--- src/rtl/ne16_ctrl_loop_nest.sv ---
// NE16 loop-nest sequencer: walks an NB_LEVELS-deep iteration space (level 0 innermost),
// emitting one index tuple per valid/ready handshake and pulsing done_o at the end of a job.
module ne16_ctrl_loop_nest #(
    parameter int unsigned BITS      = 16,
    parameter int unsigned NB_LEVELS = 4
) (
    input  logic                      clk_i,
    input  logic                      rst_ni,
    input  logic                      test_mode_i,
    input  logic                      clear_i,
    input  logic                      start_i,
    input  logic [NB_LEVELS*BITS-1:0] limit_i,
    output logic                      step_valid_o,
    input  logic                      step_ready_i,
    output logic [NB_LEVELS*BITS-1:0] index_o,
    output logic [NB_LEVELS-1:0]      last_o,
    output logic                      busy_o,
    output logic                      done_o
);

    typedef enum logic [1:0] {IDLE, RUN, DONE} state_t;

    state_t          state;
    logic [BITS-1:0] lim_q [NB_LEVELS];
    logic [BITS-1:0] idx_q [NB_LEVELS];
    logic [BITS-1:0] lim_in [NB_LEVELS];
    logic            any_zero;
    logic [NB_LEVELS:0] carry;
    logic            handshake;
    logic            valid_q, busy_q, done_q;
    logic            unused_test_mode;

    assign unused_test_mode = test_mode_i;

    always_comb begin
        any_zero = 1'b0;
        for (int unsigned l = 0; l < NB_LEVELS; l++) begin
            lim_in[l] = limit_i[l*BITS +: BITS];
            if (lim_in[l] == '0) any_zero = 1'b1;
        end
    end

    // carry[l] means every level below l is at its last index; carry[NB_LEVELS] ends the job.
    always_comb begin
        last_o   = '0;
        index_o  = '0;
        carry    = '0;
        carry[0] = 1'b1;
        for (int unsigned l = 0; l < NB_LEVELS; l++) begin
            last_o[l]             = (idx_q[l] == lim_q[l] - 1'b1);
            index_o[l*BITS +: BITS] = idx_q[l];
            carry[l+1]            = carry[l] & last_o[l];
        end
    end

    assign handshake    = valid_q & step_ready_i;
    assign step_valid_o = valid_q;
    assign busy_o       = busy_q;
    assign done_o       = done_q;

    always_ff @(posedge clk_i or negedge rst_ni) begin
        if (!rst_ni) begin
            state   <= IDLE;
            valid_q <= 1'b0;
            busy_q  <= 1'b0;
            done_q  <= 1'b0;
            for (int unsigned l = 0; l < NB_LEVELS; l++) begin
                lim_q[l] <= '0;
                idx_q[l] <= '0;
            end
        end else if (clear_i) begin
            state   <= IDLE;
            valid_q <= 1'b0;
            busy_q  <= 1'b0;
            done_q  <= 1'b0;
            for (int unsigned l = 0; l < NB_LEVELS; l++) begin
                lim_q[l] <= '0;
                idx_q[l] <= '0;
            end
        end else begin
            case (state)
                IDLE: begin
                    done_q <= 1'b0;
                    if (start_i) begin
                        for (int unsigned l = 0; l < NB_LEVELS; l++) begin
                            lim_q[l] <= lim_in[l];
                            idx_q[l] <= '0;
                        end
                        busy_q <= 1'b1;
                        if (any_zero) begin
                            state   <= DONE;
                            done_q  <= 1'b1;
                            valid_q <= 1'b0;
                        end else begin
                            state   <= RUN;
                            valid_q <= 1'b1;
                        end
                    end
                end
                RUN: begin
                    if (handshake) begin
                        for (int unsigned l = 0; l < NB_LEVELS; l++) begin
                            if (carry[l]) idx_q[l] <= last_o[l] ? '0 : idx_q[l] + 1'b1;
                        end
                        if (carry[NB_LEVELS]) begin
                            state   <= DONE;
                            valid_q <= 1'b0;
                            done_q  <= 1'b1;
                        end
                    end
                end
                DONE: begin
                    state   <= IDLE;
                    done_q  <= 1'b0;
                    busy_q  <= 1'b0;
                    valid_q <= 1'b0;
                end
                default: begin
                    state   <= IDLE;
                    valid_q <= 1'b0;
                    busy_q  <= 1'b0;
                    done_q  <= 1'b0;
                end
            endcase
        end
    end

endmodule

--- config.mk ---
export PLATFORM = sky130hd
export DESIGN_NAME = ne16_ctrl_loop_nest
export DESIGN_NICKNAME = d
export VERILOG_FILES = /design/src/rtl/ne16_ctrl_loop_nest.sv
export SDC_FILE = /design/constraint.sdc
export NUM_CORES = 1
export LEC_CHECK = 0
export BUFFER_PORTS_ARGS = -buffer_cell sky130_fd_sc_hd__buf_2
export CAP_MARGIN = 20
export CORE_ASPECT_RATIO = 2
export CORE_MARGIN = 5
export CORE_UTILIZATION = 62
export DETAILED_ROUTE_END_ITERATION = 8
export GPL_TIMING_DRIVEN = 1
export PLACE_DENSITY = 0.87
export SYNTH_ARGS = -nofsm -noshare
export SYNTH_HDL_FRONTEND = slang
export SYNTH_SLANG_ARGS = --single-unit
--- constraint.sdc ---
create_clock -name clk_i -period 6.21 [get_ports clk_i]
set_input_delay 1.242 -clock clk_i [delete_from_list [all_inputs] [get_ports clk_i]]
set_output_delay 1.242 -clock clk_i [all_outputs]
set_load 0.005 [all_outputs]
Word-level counts from Yosys, hierarchy flattened
Cells that the tools add are included.

word-level totals
  register bits after elaboration = 133
  logic and storage cells = 91
  output and inout port bits = 71
  bits of input ports = 70

operators by class
  bitwise operators = 4
  multiplexer cells = 39
  add/subtract/negate cells = 8
  reductions and logical operators = 16
  equality and inequality tests = 12

operator list
  kind                                                                    count
  64-bit 2-to-1 mux                                                       6
  64-bit one-hot mux with 2 select lines                                  1
  16-bit 2-to-1 mux                                                       7
  16-bit by 1-bit adder with 16-bit output (second input constant)        4
  16-bit equality test                                                    4
  16-bit logical NOT                                                      4
  16-bit by 1-bit subtractor with 16-bit output (second input constant)   4
  3-bit inequality test (second input constant)                           6
  1-bit 2-to-1 mux                                                        16
  4-bit AND reduction                                                     3
  2-bit 2-to-1 mux                                                        5
  1-bit one-hot mux with 2 select lines                                   3
  2-bit AND reduction                                                     3
  3-bit AND reduction                                                     2
  1-bit AND                                                               4
  2-bit one-hot mux with 2 select lines                                   1
  2-bit nonzero test                                                      2
  3-bit nonzero test                                                      1
  2-bit by 1-bit equality test with 1-bit output (second input constant)  1
  2-bit logical NOT                                                       1
  2-bit inequality test (second input constant)                           1

Logic depth before layout (Yosys ltp)
Gate-level depths: netlist of the first run.

  depth after elaboration = 9
  mapped depth = 13

Least setup slack after synthesis of the first run
OpenSTA, ideal clock, no wires.

  path kind = register to output
  start point = reg lim_q[50] (netlist name)
  end point = out last_o[0]
  cell stages (with the launch flop) = 8
  required time = 4,968 ps
  arrival time = 2,646 ps
  buffers on the path = 1
  setup slack = 2,322 ps
  path through = dfrtp_1 > or4_1 > clkbuf_1 > or4_1 > nor3b_1 > o22ai_1 > or4b_2 > a21oi_1

between the ends
  longest elaborated chain between the ends = 2

ends and longest elaborated chain
  element                                        line  RTL
  from (decl)                                    24    logic [BITS-1:0] lim_q [NB_LEVELS];
  from (signal, indexed assignment)              86    lim_q[l] <= lim_in[l];
  16-bit by 1-bit subtractor with 16-bit output  50    last_o[l] = (idx_q[l] == lim_q[l] - 1'b1);
  16-bit equality test                           50
  to (decl)                                      16    output logic [NB_LEVELS-1:0] last_o,

No other way between the ends.

Worst setup path after layout of the first run
Ends and elaborated chain as after synthesis.

==> results.tsv, run 1 <==
stage	metric	value	unit
worst_setup_path	r2r-start	lim_q[48]	
pwr	p_int	0.00177	W
clock_network	cts_tree	yes	
layout	syn_to_final_growth	15.7	%
layout	antenna_cells	0	
clock_network	cts_hold_buf	0	
worst_setup_path	reg2regPathDepth	9	
worst_setup_path	worstPathMaxFanout	8	
worst_setup_path	crit_chain	or4_1, or4_1, nor3b_1, o22ai_1, or4b_2, a21oi_1, buf_2	
clock_network	cts_setup_buffers	0	
synth	synth_area_per_cell	8.95	µm²
min_path	hold_class	register to register	
worst_setup_path	crit_path_frequent_cell	or4_1	
die	row_count	60	
detailed_routing	drt_wl_total	24400	µm
synth	synth-edff-count	0	
timing	tightest_slew	0.743	ns
timing	rsz0062_at_grt	false	
clock_network	path_clk_slew	0.06	ns
timing	hold_ws	0.540	ns
worst_setup_path	crit_path_start_kind	register	
synth	yosysSeqAreaShare	0.388	
min_path	hold_end	lim_q[47]	
synth	synth_seq_cells	132	
worst_setup_path	cp_top_family	simple AND/OR/NAND/NOR gates	
global_route	grt_pass1_wl	39900	µm
timing	hold_viol	0	
clock_network	cts_resized	0	
detailed_routing	first_pass_iters	6	
detailed_routing	vias_per_cell	6.71	
clock_network	cts.htree.levels	4	
synth	yosys_warnings	0	
placement	hpwlAfterDp	17900	µm
worst_setup_path	crit_arrival	3.57	ns
global_route	gr-usage-all-layers	0.302	
worst_setup_path	cp.required	4.97	ns
worst_setup_path	ff2ff_setup_slack	1.67	ns
global_route	antenna_found_initial	1	
timing	min_period	4.81	ns
synth	synth_area_leaders	dfrtp_1 39%, a22o_1 6.9%, xnor2_1 4.8%, xor2_1 3.7%, nor2_1 2.7%	
flow_run	cap_violations	0	
clock_network	cts-root-buf	clkbuf_16	
die	die_area	16300	µm²
min_path	hold_depth	1	
clock_network	clockBufferDepth	2	
worst_setup_path	slowest_stage	or4_1	
synth	netlist_area	8510	µm²
worst_setup_path	critPathCaptureType	primary output	
synth	synthArstFlopShare	1.00	
timing	finalMaxSlewViolations	0	
run_status	status	finished clean	
layout	drive_gt1_frac	0.188	
placement	routabilityCongestion	0.935	
timing	layout_worst_path_cycle_share	0.775	
layout	final-seq-area	3300	µm²
synth	synth.distinct_cells	67	
layout	nets	1137	
detailed_routing	drt_iter0_markers	507	
worst_setup_path	path_buf_inv	1	
min_path	hold_start	lim_q[47]	
pwr	p_comb_frac	0.242	
die	die_x	92.8	µm
worst_setup_path	r2r_end	index_o[54]	
synth	ys.flop_type	dfrtp_1	
global_route	grt_pass1_vias	8239	
timing	slew_headroom	0.503	
pwr	pwr-share-clk	0.380	
detailed_routing	drc	0	
die	die_h	176	µm
timing	skew	0.0114	ns
clock_network	cts.sinks	132	
synth	synth_top_area_cell	dfrtp_1	
die	coreArea	13400	µm²
clock_network	cts_made_buffers	17	
detailed_routing	wl_per_cell	19.8	µm
die	initial_core_util	0.633	
timing	tns	0	ns
layout	multiInputGateArea	4790	µm²
synth	syn-num-nets	1028	
placement	port_buffers	139	
timing	setup_viol	0	
pwr	irDropWorstVdd	0.000242	V
synth	ys_top_cells_by_count	132 x dfrtp_1, 67 x a22o_1, 62 x nor2_1	
global_route	grt_max_degree	76	
detailed_routing	dr_total_vias	8237	
detailed_routing	drtAntennaViolNets	0	
layout	fillers	1011	
worst_setup_path	critPathKind	register to primary output	
clock_network	clkLatencyLatePin	0.42	ns
pwr	p_leak	4.43	nW
pwr	switching_power	0.000844	W
pwr	seqPwrFrac	0.378	
die	ios	141	
synth	synth.top_cell.area_share	0.388	
synth	syn_inst	950	
global_route	grt-ovfl-total	0	
synth	yosysMostFrequentCell	dfrtp_1	
pwr	cellPowerDensity	266	nW/µm²
worst_setup_path	slowest_delay	0.68	ns
pwr	swShare	0.323	
timing	fmax	208	MHz
==> power by group through the flow <==
stage,combinational (W),clock (W),sequential [W]
4_1_cts,0.000629,0.000997,0.000986
3_3_place_gp,0.000599,0,0.000999
2_1_floorplan,0.000479,0,0.000971
3_5_place_dp,0.000621,0,0.00100
5_1_grt,0.000699,0.00103,0.000997
6_report,0.000633,0.000994,0.000988
==> through the flow <==
stage,setup slack [ns],power (W),area [µm²],std cells,util
4_1_cts,1.44,0.00261,9840,1227,0.732
3_5_place_dp,1.66,0.00162,9270,1195,0.690
2_1_floorplan,2.32,0.00145,8510,950,-
6_report,1.40,0.00261,9840,1227,0.732
5_1_grt,1.31,0.00273,9840,1227,0.732
3_3_place_gp,1.79,0.00160,9250,1194,0.688
==> logic make-up (layout without fill, tap and decap cells) <==
group	after synthesis	in the layout	share of synthesized area
buffers and inverters	112	234	0.0516
adders and majority gates	8	8	0.0118
AOI/OAI and AO/OA	249	249	0.223
muxes	8	8	0.00971
DFF	132	132	0.388
and+or+nand+nor	358	358	0.230
xor gates and xnor gates	83	83	0.0855
==> metal layers <==
| metal | share of wire | track usage |
|---|---|---|
| met1 | 0.37 | 0.341 |
| met4 | 0.050 | 0.167 |
| met2 | 0.53 | 0.532 |
| met3 | 0.056 | 0.0502 |
| met5 | 0.00033 | 0 |
==> cells in the final DEF (no fill, tap or decap), types with 5 or more instances in the layout <==
master / instances
nand2_1: 56
a31oi_1: 6
nor3_1: 34
a22o_1: 67
o22ai_1: 26
inv_1: 55
a21oi_1: 18
a211oi_1: 14
or2_2: 5
nand4_1: 22
nor2_1: 61
xnor2_1: 47
clkinv_2: 5
o21ai_0: 32
or4_1: 14
o2bb2ai_1: 5
or3_1: 13
o211ai_1: 7
a21o_1: 11
nand3_1: 43
a2111oi_0: 16
o31ai_1: 9
mux2i_1: 6
clkbuf_16: 17
ha_1: 8
nand2b_1: 14
nand4b_1: 5
buf_4: 7
nor4b_1: 5
nor3b_1: 7
and3_1: 23
buf_2: 138
dfrtp_1: 132
nor4_1: 28
xor2_1: 36
==> sequential cells by signal, summed over array words and instances (netlist names) <==
| register | cells |
|---|---|
| done_o | 1 |
| index_o | 64 |
| busy_o | 1 |
| lim_q | 64 |
| state | 2 |
==> area by class of cell <==
type | count | share of cell area
multi-input combinational | 706 | 0.487
sequential | 132 | 0.336
timing repair buffer | 147 | 0.0787
clock buffer | 19 | 0.0450
inverter | 55 | 0.0210
tap | 155 | 0.0197
clock inverter | 13 | 0.0135
==> how the worst max path moves through the flow <==
stage | cells past startpoint | start | endpoint | slack [ns]
2_1_floorplan | 7 | lim_q[50] | last_o[0] | 2.32
3_3_place_gp | 7 | clear_i | index_o[62] | 1.79
3_5_place_dp | 9 | lim_q[48] | index_o[55] | 1.66
4_1_cts | 7 | lim_q[50] | last_o[0] | 1.44
5_1_grt | 7 | lim_q[50] | last_o[0] | 1.31
6_report | 7 | lim_q[50] | last_o[0] | 1.40
No activity file was read; power rests on OpenSTA's default activity.
==> inputs of run 2 (changes only) <==
Settings changed: CORE_UTILIZATION 62 to 52, PLACE_DENSITY 0.87 to 0.77.
Clock period 6.21 ns to 4 ns, I/O delays scaled along.
==> run 2 against run 1 <==
Clock power increased by 66%. Cell area grew 3.6%. Sequential power grew 54%. Via count grew 0.28%. Combinational power up 71%. Clock skew fell by 0.0014 ns. Core utilization is 10 points lower. First-iteration DRC count decreased by 34%. Die area grew 18%. Non-clock buffer count is 25 higher. Worst hold slack got worse by 0.080 ns. Critical path depth rose by 1. Critical endpoint is now last_o[3].
==> results.tsv, run 2 (synthesized netlist as in run 1, its figures left out) <==
stage	metric	value	unit
run_status	status	finished clean	
pwr	p_leak	4.58	nW
global_route	grt_max_degree	96	
layout	final-seq-area	3300	µm²
placement	routabilityCongestion	0.918	
min_path	hold_class	input port to async pin	
die	die_x	100	µm
clock_network	cts-root-buf	clkbuf_16	
global_route	antenna_found_initial	0	
timing	layout_worst_path_cycle_share	0.980	
layout	fin_util	0.630	
pwr	cellPowerDensity	417	nW/µm²
timing	min_period	3.92	ns
clock_network	clockBufferDepth	2	
detailed_routing	drt_wl_total	25100	µm
detailed_routing	drt_iter0_markers	337	
worst_setup_path	reg2regPathDepth	12	
timing	setup_viol	0	
timing	slew_headroom	0.388	
global_route	grt_pass1_wl	41100	µm
layout	nets	1162	
worst_setup_path	r2r-start	lim_q[32]	
timing	skew	0.0101	ns
detailed_routing	dr_total_vias	8260	
layout	fillers	1412	
clock_network	cts_made_buffers	17	
clock_network	cts.htree.levels	4	
placement	port_buffers	139	
worst_setup_path	critPathKind	register to primary output	
worst_setup_path	cp.required	3.20	ns
clock_network	cts_tree	yes	
global_route	grt-ovfl-total	0	
worst_setup_path	crit_path_start_kind	register	
clock_network	clkLatencyLatePin	0.42	ns
layout	drive_gt1_frac	0.214	
layout	syn_to_final_growth	19.9	%
placement	hpwlAfterDp	18500	µm
detailed_routing	drtAntennaViolNets	0	
global_route	grt_pass1_vias	8183	
die	die_area	19200	µm²
layout	layout_common_cells	138 x buf_2, 131 x dfrtp_1, 67 x a22o_1	
timing	rsz0062_at_grt	true	
layout	layout_commonest_cell	buf_2	
layout	final_cells	1300	
die	die_h	191	µm
global_route	gr-usage-all-layers	0.269	
placement	dp_cells	1264	
detailed_routing	wl_per_cell	19.3	µm
die	initial_core_util	0.526	
detailed_routing	vias_per_cell	6.35	
detailed_routing	first_pass_iters	5	
worst_setup_path	worstPathMaxFanout	6	
timing	finalMaxSlewViolations	0	
die	ios	141	
detailed_routing	drc	0	
die	row_count	66	
timing	fmax	255	MHz
worst_setup_path	critPathCaptureType	primary output	
clock_network	cts_hold_buf	0	
worst_setup_path	r2r_end	state[0]	
die	coreArea	16200	µm²
worst_setup_path	crit_arrival	3.12	ns
clock_network	path_clk_slew	0.06	ns
flow_run	cap_violations	0	
clock_network	cts.sinks	132	
timing	tightest_slew	0.918	ns
pwr	irDropWorstVdd	0.000263	V
timing	hold_viol	0	
layout	antenna_cells	0	
pwr	finalPower	0.00425	W
worst_setup_path	ff2ff_setup_slack	0.29	ns
layout	multiInputGateArea	4820	µm²
-- run 2: cell type report --
type	count	area share
clock buffers	17	0.0417
multi-input cells	706	0.473
flip-flops and latches	132	0.324
inverters	55	0.0202
repair buffers	172	0.0980
clock inverters	14	0.0183
well taps	204	0.0250
-- run 2: where the power goes --
group          switching [W]  internal [W]  total (W)
Clock               0.000612       0.00103    0.00165
Sequential          0.000112       0.00141    0.00152
Combinational       0.000614      0.000470    0.00108
Total                0.00134       0.00291    0.00425
-- run 2: metrics by stage --
step / worst slack, ns / TNS, ns / hold WS [ns] / cell area [µm²]
floorplan: 0.468 / 0 / 0.493 / 8510
global placement: 0.387 / 0 / 0.511 / 9520
detailed placement: 0.261 / 0 / 0.520 / 9520
CTS: 0.0255 / 0 / 0.513 / 10200
global route: -0.00812 / -0.00849 / 0.555 / 10200
finish: 0.0814 / 0 / 0.459 / 10200
-- run 2: what timing repair did --
action,CTS,global route
endpoints found under the setup margin,2,5
buffers inserted,2,3
pin swaps,1,1
resized for setup,8,4
-- run 2: routing by layer --
| metal | track usage | part of all wire | wire length [µm] |
|---|---|---|---|
| met3 | 0.0377 | 0.047 | 1190 |
| met2 | 0.481 | 0.54 | 13600 |
| met1 | 0.299 | 0.36 | 9140 |
| met4 | 0.152 | 0.050 | 1250 |
| met5 | 0 | 0 | 0 |
-- run 2: worst max-delay path, stage by stage (launching register included) --
cell       delay (ns)
dfrtp_1          0.42
inv_1            0.11
ha_2             0.24
or4b_4           0.52
or3_4            0.36
a2111oi_4        0.40
nor4b_2          0.24
and4_1           0.27
buf_2            0.14
-- run 2: worst max-delay path by stage --
stage                          from     endpoint  slack (ns)  depth (start not counted)
after floorplan           lim_q[32]     state[0]        0.47                         11
after global placement     lim_q[0]  index_o[59]        0.39                         11
after detailed placement   lim_q[0]  index_o[59]        0.26                         11
after CTS                 lim_q[49]    last_o[0]        0.03                         10
after global routing       lim_q[0]  index_o[55]      -0.008                         12
final                      lim_q[0]    last_o[3]        0.08                          8
==> inputs of run 3 (changes only) <==
Settings changed: ABC_AREA set to 1, CORE_UTILIZATION 52 to 53, PLACE_DENSITY 0.77 to 0.78, RECOVER_POWER set to 25.
==> run 3 against run 2 <==
The flow now finishes with violations (max-capacitance violations, max-slew violations). Core utilization decreased by 2.3 points. Sequential share of layout area decreased by 3.2 points. Wire length increased by 21%. Fmax increased by 13%. Clock power decreased by 7%. Total power increased by 46%. Highest routed layer unchanged. Worst hold slack improved by 0.059 ns. Sequential power increased by 11%. Flip-flop and latch count unchanged. Setup slack improved by 0.44 ns. Combinational power increased to 2.8 times the previous value. Synthesized cell count increased by 55%.
==> results.tsv, run 3 <==
stage	metric	value	unit
layout	drive_gt1_frac	0.158	
worst_setup_path	slowest_delay	0.37	ns
placement	routabilityCongestion	0.939	
worst_setup_path	r2r_end	index_o[33]	
synth	yosysSeqAreaShare	0.332	
clock_network	path_clk_slew	0.07	ns
worst_setup_path	critPathCaptureType	primary output	
clock_network	cts_tree	yes	
pwr	cellPowerDensity	550	nW/µm²
timing	tns	0	ns
clock_network	cts_resized	0	
placement	port_buffers	139	
pwr	p_leak	5.75	nW
detailed_routing	drt_iter0_markers	454	
clock_network	cts-root-buf	clkbuf_16	
synth	yosysMostFrequentCell	nand2_1	
synth	synth-edff-count	0	
layout	final-seq-area	3300	µm²
synth	syn_inst	1472	
layout	nets	1669	
synth	synth_area_leaders	dfrtp_1 33%, nand2_1 13%, nand3_1 9.5%, inv_1 7.0%, xor2_1 6.3%	
timing	slew_headroom	-0.407	
worst_setup_path	worstSetupStartpoint	lim_q[16]	
synth	syn-num-nets	1550	
timing	tightest_slew	2.11	ns
detailed_routing	drc	0	
placement	dp_cells	1791	
layout	antenna_cells	0	
global_route	gr-usage-all-layers	0.281	
synth	synth_area_per_cell	6.75	µm²
global_route	grt-ovfl-total	0	
clock_network	cts.htree.levels	4	
clock_network	cts.sinks	132	
flow_run	cap_violations	1	
layout	final_cells	1823	
die	row_count	71	
clock_network	cts_hold_buf	0	
worst_setup_path	crit_path_frequent_cell	nor2_1	
synth	netlist_area	9940	µm²
timing	skew	0.0152	ns
timing	rsz0062_at_grt	false	
global_route	antenna_found_initial	0	
layout	layout_commonest_cell	nand2_1	
synth	synth.distinct_cells	46	
clock_network	clkLatencyLatePin	0.43	ns
synth	yosys_warnings	0	
timing	layout_worst_path_cycle_share	0.869	
worst_setup_path	cp.required	3.20	ns
clock_network	cts_made_buffers	17	
run_status	status	finished with violations	
worst_setup_path	critPathKind	register to primary output	
worst_setup_path	ff2ff_setup_slack	1.03	ns
timing	fmax	288	MHz
clock_network	clockBufferDepth	2	
layout	multiInputGateArea	5680	µm²
synth	ys_top_cells_by_count	344 x nand2_1, 189 x nand3_1, 185 x inv_1	
min_path	hold_class	register to register	
die	die_area	21800	µm²
clock_network	cts_setup_buffers	0	
synth	synth_seq_cells	132	
layout	syn_to_final_growth	13.9	%
die	die_x	107	µm
worst_setup_path	crit_arrival	2.68	ns
synth	synth_top_area_cell	dfrtp_1	
timing	hold_viol	0	
die	ios	141	
layout	fillers	1791	
synth	synthArstFlopShare	1.00	
synth	synth.top_cell.area_share	0.332	
detailed_routing	wl_per_cell	16.6	µm
worst_setup_path	slowest_stage	dfrtp_1	
worst_setup_path	worstPathMaxFanout	5	
layout	layout_common_cells	344 x nand2_1, 189 x nand3_1, 185 x inv_1	
worst_setup_path	crit_path_start_kind	register	
die	initial_core_util	0.533	
worst_setup_path	crit_chain	inv_1, ha_1, nand2_1, nor2_2, nand3_1, nand3b_1, nor2_1, inv_1, a22o_1, nor2_1, nand4_1, nor2_1, buf_2	
detailed_routing	dr_total_vias	10300	
worst_setup_path	path_buf_inv	3	
global_route	grt_pass1_wl	49100	µm
worst_setup_path	cp_top_family	simple AND/OR/NAND/NOR gates	
timing	setup_viol	0	
worst_setup_path	r2r-start	lim_q[48]	
placement	hpwlAfterDp	23000	µm
timing	min_period	3.48	ns
worst_setup_path	reg2regPathDepth	14	
detailed_routing	vias_per_cell	5.63	
synth	ys.flop_type	dfrtp_1	
detailed_routing	drt_wl_total	30300	µm
worst_setup_path	endpoint	last_o[2]	
timing	finalMaxSlewViolations	81	
die	die_h	204	µm
detailed_routing	first_pass_iters	5	
run_status	violations	max-capacitance violations, max-slew violations	
worst_setup_path	path_depth	13	
global_route	grt_pass1_vias	10500	
detailed_routing	drtAntennaViolNets	0	
timing	hold_ws	0.518	ns
die	coreArea	18700	µm²
global_route	grt_max_degree	81	
pwr	irDropWorstVdd	0.000262	V
-- run 3: cell types whose count changed after synthesis, sizes merged, moves of 22 or more --
| cell | change |
|---|---|
| o21ai | +79 |
| inv | +141 |
| nand3 | +150 |
| nor2 | +107 |
| xor2 | +35 |
| nand2 | +301 |
| a22o | -66 |
| and3 | -22 |
-- run 3: cell type report --
| type | instances | area share |
|---|---|---|
| multi-input cells | 1095 | 0.502 |
| flip-flops and latches | 132 | 0.292 |
| well taps | 219 | 0.0242 |
| clock buffers | 20 | 0.0395 |
| inverters | 199 | 0.0660 |
| repair buffers | 146 | 0.0659 |
| clock inverters | 12 | 0.0106 |
-- run 3: worst min-delay path by stage --
| stage | start | endpoint | slack (ns) | cells after the start |
|---|---|---|---|---|
| 5_1_grt | done_o | done_o | 0.52 | 2 |
| 3_3_place_gp | done_o | done_o | 0.49 | 2 |
| 6_report | done_o | done_o | 0.52 | 2 |
| 2_1_floorplan | done_o | done_o | 0.46 | 2 |
| 4_1_cts | rst_ni | index_o[5] | 0.44 | 1 |
| 3_5_place_dp | done_o | done_o | 0.48 | 2 |
-- run 3: power breakdown --
| part | total [W] | switching, W | internal (W) |
|---|---|---|---|
| registers | 0.00168 | 0.000201 | 0.00148 |
| clock network | 0.00154 | 0.000661 | 0.000883 |
| logic | 0.00300 | 0.00206 | 0.000943 |
-- run 3: stage by stage --
| step | worst slack (ns) | utilization | total power, W | instance area [µm²] |
|---|---|---|---|---|
| global placement | 1.00 | 0.577 | 0.00459 | 10800 |
| detailed placement | 0.994 | 0.577 | 0.00466 | 10800 |
| floorplan | 1.41 | - | 0.00395 | 9940 |
| CTS | 0.521 | 0.608 | 0.00623 | 11300 |
| global route | 0.190 | 0.607 | 0.00671 | 11300 |
| finish | 0.525 | 0.607 | 0.00623 | 11300 |
-- run 3: logic make-up after synthesis --
group / after synthesis / share of synthesized area
DFF: 132 / 0.332
AOI/OAI and AO/OA: 133 / 0.0713
buffers and inverters: 245 / 0.0980
and+or+nand+nor: 854 / 0.399
adders and majority gates: 8 / 0.0101
xor gates and xnor gates: 100 / 0.0895
-- run 3: worst reg2reg max path, cell delays in order, from the launching register on --
cell	delay (ns)
dfrtp_1	0.39
inv_2	0.11
ha_1	0.27
nand2_2	0.13
nor2_2	0.19
nand2_1	0.10
nand3_1	0.11
nand4_1	0.19
nor2_2	0.18
nand3b_4	0.12
nand2_2	0.09
nand2_4	0.16
nor2_4	0.60
nand3_1	0.17
nand2_1	0.09
-- run 3: metal layers --
metal | global-route usage | up-vias | share of wire
li1 | - | 4989 | -
met1 | 0.295 | 4822 | 0.37
met2 | 0.528 | 350 | 0.54
met3 | 0.0314 | 98 | 0.045
met4 | 0.162 | 0 | 0.053
met5 | 0 | - | 0
